**src/rtl/spi_resp_encoder.sv**
```systemverilog
// Builds the 16-bit response word for the SPI TX shifter from decoded commands:
// register read data, write acknowledges, read-timeout errors, or a status filler.
package spi_resp_pkg;
  typedef struct packed {
    logic       valid;
    logic       write;
    logic       to_register;
    logic [7:0] payload;
  } decoded_cmd_t;
endpackage

module spi_resp_encoder
  import spi_resp_pkg::*;
#(
  parameter int unsigned P_TIMEOUT  = 16,
  parameter logic [7:0]  P_IDLE_HDR = 8'hA5,
  parameter logic [7:0]  P_ACK_HDR  = 8'h5A,
  parameter logic [7:0]  P_ERR_HDR  = 8'hEE
) (
  input  logic         i_clk,
  input  logic         i_rst_n,
  input  logic         i_spi_csn,
  input  decoded_cmd_t i_command,
  output logic         o_reg_rd,
  output logic [7:0]   o_reg_addr,
  input  logic [15:0]  i_reg_data,
  input  logic         i_reg_ack,
  output logic [15:0]  o_tx_data,
  output logic         o_tx_valid,
  input  logic         i_tx_ready
);
  localparam int unsigned CW = $clog2(P_TIMEOUT + 1);

  typedef enum logic [1:0] {IDLE, RD_WAIT, LOAD} state_t;

  state_t        state;
  logic [CW-1:0] count;
  logic [15:0]   resp;
  logic          timeout_err;
  logic          overrun;
  logic          last_write;
  logic [7:0]    status;
  logic          accepted;

  assign status   = {5'b0, timeout_err, overrun, last_write};
  assign accepted = i_command.valid & i_command.to_register & ~i_spi_csn;

  // Whenever no response is pending the shifter sees the live status filler.
  assign o_tx_data = o_tx_valid ? resp : {P_IDLE_HDR, status};

  always_ff @(posedge i_clk or negedge i_rst_n) begin
    if (!i_rst_n) begin
      state       <= IDLE;
      count       <= '0;
      resp        <= '0;
      o_reg_rd    <= 1'b0;
      o_reg_addr  <= 8'h00;
      o_tx_valid  <= 1'b0;
      timeout_err <= 1'b0;
      overrun     <= 1'b0;
      last_write  <= 1'b0;
    end else if (i_spi_csn) begin
      state       <= IDLE;
      o_reg_rd    <= 1'b0;
      o_tx_valid  <= 1'b0;
      timeout_err <= 1'b0;
      overrun     <= 1'b0;
      last_write  <= 1'b0;
    end else begin
      o_reg_rd <= 1'b0;
      if (accepted && state != IDLE) begin
        overrun <= 1'b1;
      end
      case (state)
        IDLE: begin
          if (accepted) begin
            if (i_command.write) begin
              resp       <= {P_ACK_HDR, i_command.payload};
              o_tx_valid <= 1'b1;
              last_write <= 1'b1;
              state      <= LOAD;
            end else begin
              o_reg_addr <= i_command.payload;
              o_reg_rd   <= 1'b1;
              count      <= '0;
              last_write <= 1'b0;
              state      <= RD_WAIT;
            end
          end
        end
        RD_WAIT: begin
          // count is 0 on the strobe cycle; an ack on the final cycle still wins.
          if (i_reg_ack) begin
            resp       <= i_reg_data;
            o_tx_valid <= 1'b1;
            state      <= LOAD;
          end else if (count == CW'(P_TIMEOUT - 1)) begin
            resp        <= {P_ERR_HDR, o_reg_addr};
            o_tx_valid  <= 1'b1;
            timeout_err <= 1'b1;
            state       <= LOAD;
          end else begin
            count <= count + 1'b1;
          end
        end
        LOAD: begin
          if (i_tx_ready) begin
            o_tx_valid <= 1'b0;
            state      <= IDLE;
          end
        end
        default: state <= IDLE;
      endcase
    end
  end
endmodule

```
**config.mk**
```make
export PLATFORM = sky130hd
export DESIGN_NAME = spi_resp_encoder
export DESIGN_NICKNAME = d
export VERILOG_FILES = /design/src/rtl/spi_resp_encoder.sv
export SDC_FILE = /design/constraint.sdc
export NUM_CORES = 1
export LEC_CHECK = 0
export ABC_CLOCK_PERIOD_IN_PS = 2200
export CORE_UTILIZATION = 44
export CTS_BUF_LIST = sky130_fd_sc_hd__clkbuf_8
export DETAILED_ROUTE_END_ITERATION = 6
export GPL_TIMING_DRIVEN = 0
export PLACE_DENSITY_LB_ADDON = 0.08
export SLEW_MARGIN = 20
export SYNTH_ARGS = -nofsm -noshare
export SYNTH_HDL_FRONTEND = slang
export SYNTH_SLANG_ARGS = --single-unit
```
**constraint.sdc**
```tcl
create_clock -name i_clk -period 2.2 [get_ports i_clk]
set_input_delay 0.44 -clock i_clk [delete_from_list [all_inputs] [get_ports i_clk]]
set_output_delay 0.44 -clock i_clk [all_outputs]
set_load 0.05 [all_outputs]
```
==> reports/metrics.yaml <==
synth_nets: 195
fmax_mhz: 489
grt_max_degree: 20
fin_crit_ns: 2.05
synth.largest_area_cell: "dfrtp_1"
viasPerCell: 5.21
end_kind: "register"
fin_nets: 262
power_density_mw_per_mm2: 744
synth_seq_cells: 36
die_x_um: 67.8
netlist_area_mm2: 0.00191
maxCapViolations: 0
rrSetupSlack_ns: 0.15
dr.pass1.iters: 3
die_area_mm2: 0.00460
htree_levels: 2
place_congestion: 0.855
cts-root-buf: "clkbuf_8"
power.internal_mw: 1.31
num_vias: 1449
timing.final.max_slew_violations: 0
switching_share_pct: 33.9
finalHoldViolations: 0
crit_fanout: 9
port_buffers: 55
ios: 58
worstMarginPinSlew_ns: 0.515
status: "complete, no violations"
rsz0062_at_grt: "false"
fin_crit_sh_pct: 93.0
cts.clk_slew.worst_paths_ns: 0.06
core.rowCount: 23
critPathLaunchType: "register"
first_iter_violations: 41
fill_cells: 336
yosysWarnings: 0
cpMaxStageDelayCell: "nor4b_4"
die_y_um: 67.8
hpwl_mm: 3.10
clock-sinks: 36
drive_gt1_share_pct: 33.3
p_clk_share_pct: 21.6
worstPathRequired_ns: 2.37
pwr-share-comb_pct: 35.4
worstPathArrival_ns: 2.21
grt_pass1_vias: 1430
synth_cell_types: 37
path_class: "reg2reg"
postRouteAntennaNets: 0
critPathMaxStageDelay_ns: 0.38
clk_latency_ns: 0.29
drc: 0
peakVddDrop_v: 0.000512
cts.path.max_buffers: 2
cts_tree: "yes"
antennaDiodeCount: 0
core_area_mm2: 0.00409
setup_tns_ns: 0
max-slew-margin-rel_pct: 65.5
syn_area_per_cell_um2: 11.8
worstPathCellList: "ha_1, and3_1, ha_2, nor3b_2, nor4b_4, buf_6, mux2_2"
synth_top_area_share_pct: 47.3
initial_core_util_pct: 46.6
synth_area_leaders: "dfrtp_1, mux2_2, and2_1"
grt_pass1_wl_mm: 6.84
power_frac_seq_pct: 43.1
wirelength_mm: 4.14
netlist_instances: 161
grt_usage_pct: 20.8
power.leakage_nw: 1.15
cts_buffers: 5
area_growth_pct: 39.5
skew_ns: 0.00652
synth-seq-area-share_pct: 47.3
hold_path_class: "in2async"
hold_ws_ns: 0.107
p_sw_uw: 670
antenna_found_initial: 0
finalPower_mw: 1.98
finalSetupViolCount: 0
overflow: 0
drt-wirelength-per-cell_um: 14.9
-- Yosys cell counts --
cell type  instances
mux2_2            38
dfrtp_1           36
and2_1            10
inv_1              8
nand2_1            6
nor2_1             6
a21oi_1            5
a31oi_1            5
o22ai_1            4
and3_1             3
buf_2              3
clkbuf_1           3
nand3b_1           3
o211ai_1           3
buf_4              2
buf_6              2
ha_1               2
nand2b_1           2
nor3_1             2
a21o_1             1
a221o_1            1
a32o_1             1
and2b_2            1
and3b_2            1
and4b_1            1
nor2b_1            1
nor3_4             1
nor3b_2            1
nor4b_4            1
o21a_1             1
o21ai_0            1
o22a_1             1
o31ai_1            1
o32ai_1            1
or2b_2             1
or3_4              1
or4b_2             1
-- flip-flops by register name (all words and copies together) (netlist names) --
signal	flops
count	5
overrun	1
resp	16
state	2
o_reg_addr	8
o_tx_valid	1
last_write	1
timeout_err	1
o_reg_rd	1
-- cells by family after synthesis --
kind of cell    share of synthesized area, %
simple gates                            15.2
mux                                     22.5
compound gates                          8.86
flops                                   47.3
buf+inv                                 4.92
fa+ha+maj                               1.31
-- final cells by class --
cell class / instances / area [µm²] / area share, %
flip-flops and latches: 36 / 902 / 33.9
well taps: 50 / 62.6 / 2.35
multi-input cells: 107 / 913 / 34.4
repair buffers: 61 / 612 / 23.0
plain buffers: 9 / 61.3 / 2.31
clock buffers: 5 / 68.8 / 2.59
inverters: 8 / 30.0 / 1.13
clock inverters: 2 / 8.76 / 0.329
-- per-layer routing --
layer | vias up | wire [µm] | GRT usage (%)
met5 | - | 0 | 0
met1 | 696 | 1780 | 26.2
met4 | 0 | 48 | 9.38
li1 | 710 | - | -
met2 | 37 | 2110 | 33.7
met3 | 6 | 201 | 5.00
-- power groups by stage --
stage               sequential (mW)  combinational (mW)  clock, mW
floorplan                     0.989               0.323          0
global placement              0.854               0.686          0
detailed placement            0.865               0.704          0
CTS                           0.856               0.692      0.442
global route                  0.871               0.747      0.479
finish                        0.852               0.700      0.427
-- worst paths after layout --
check | start | end | cells past startpoint
max | count[0] | resp[11] | 7
min | i_rst_n | o_reg_rd | 1
max reg2reg | count[0] | resp[11] | 7
min reg2reg | count[3] | count[3] | 1
max in group asynchronous | i_rst_n | resp[11] | 2
min in group i_clk | i_spi_csn | last_write | 2
-- cell usage in the layout, fill, tap and decap left out, types with 3 or more instances in the layout --
master / n
a21oi_1: 5
clkdlybuf4s50_1: 38
buf_2: 4
dlygate4sd2_1: 8
and2_1: 10
o22ai_1: 4
and3_1: 3
clkdlybuf4s15_2: 7
nand3b_1: 3
a31oi_1: 5
inv_1: 9
buf_4: 7
clkbuf_8: 5
dfrtp_1: 35
mux2_2: 38
o211ai_1: 3
nand2_1: 6
nor2_1: 6
-- critical path: cells and delay by family (launching register included) --
| family | cells | cell delay, ns |
|---|---|---|
| simple gates | 3 | 0.62 |
| mux | 1 | 0.34 |
| buf+inv | 1 | 0.19 |
| fa+ha+maj | 2 | 0.41 |
| flops | 1 | 0.37 |
-- stage by stage --
step / cell area [µm²] / util (%) / instances / setup slack [ns]
global placement: 2520 / 61.6 / 266 / -0.307
global route: 2660 / 65.1 / 278 / 0.0149
finish: 2660 / 65.1 / 278 / 0.154
CTS: 2630 / 64.4 / 275 / 0.0211
detailed placement: 2540 / 62.2 / 267 / -0.310
floorplan: 1910 / - / 161 / 0.0704
-- repair_timing --
action | in CTS | in global routing
setup buffers | 2 | 3
pin swaps | 1 | 1
setup endpoints to repair | 22 | 19
gates cloned | 0 | 0
resized for setup | 30 | 3
hold buffers | 0 | 0
hold endpoints to repair | 0 | 0
(Power assumes the default switching activity.)
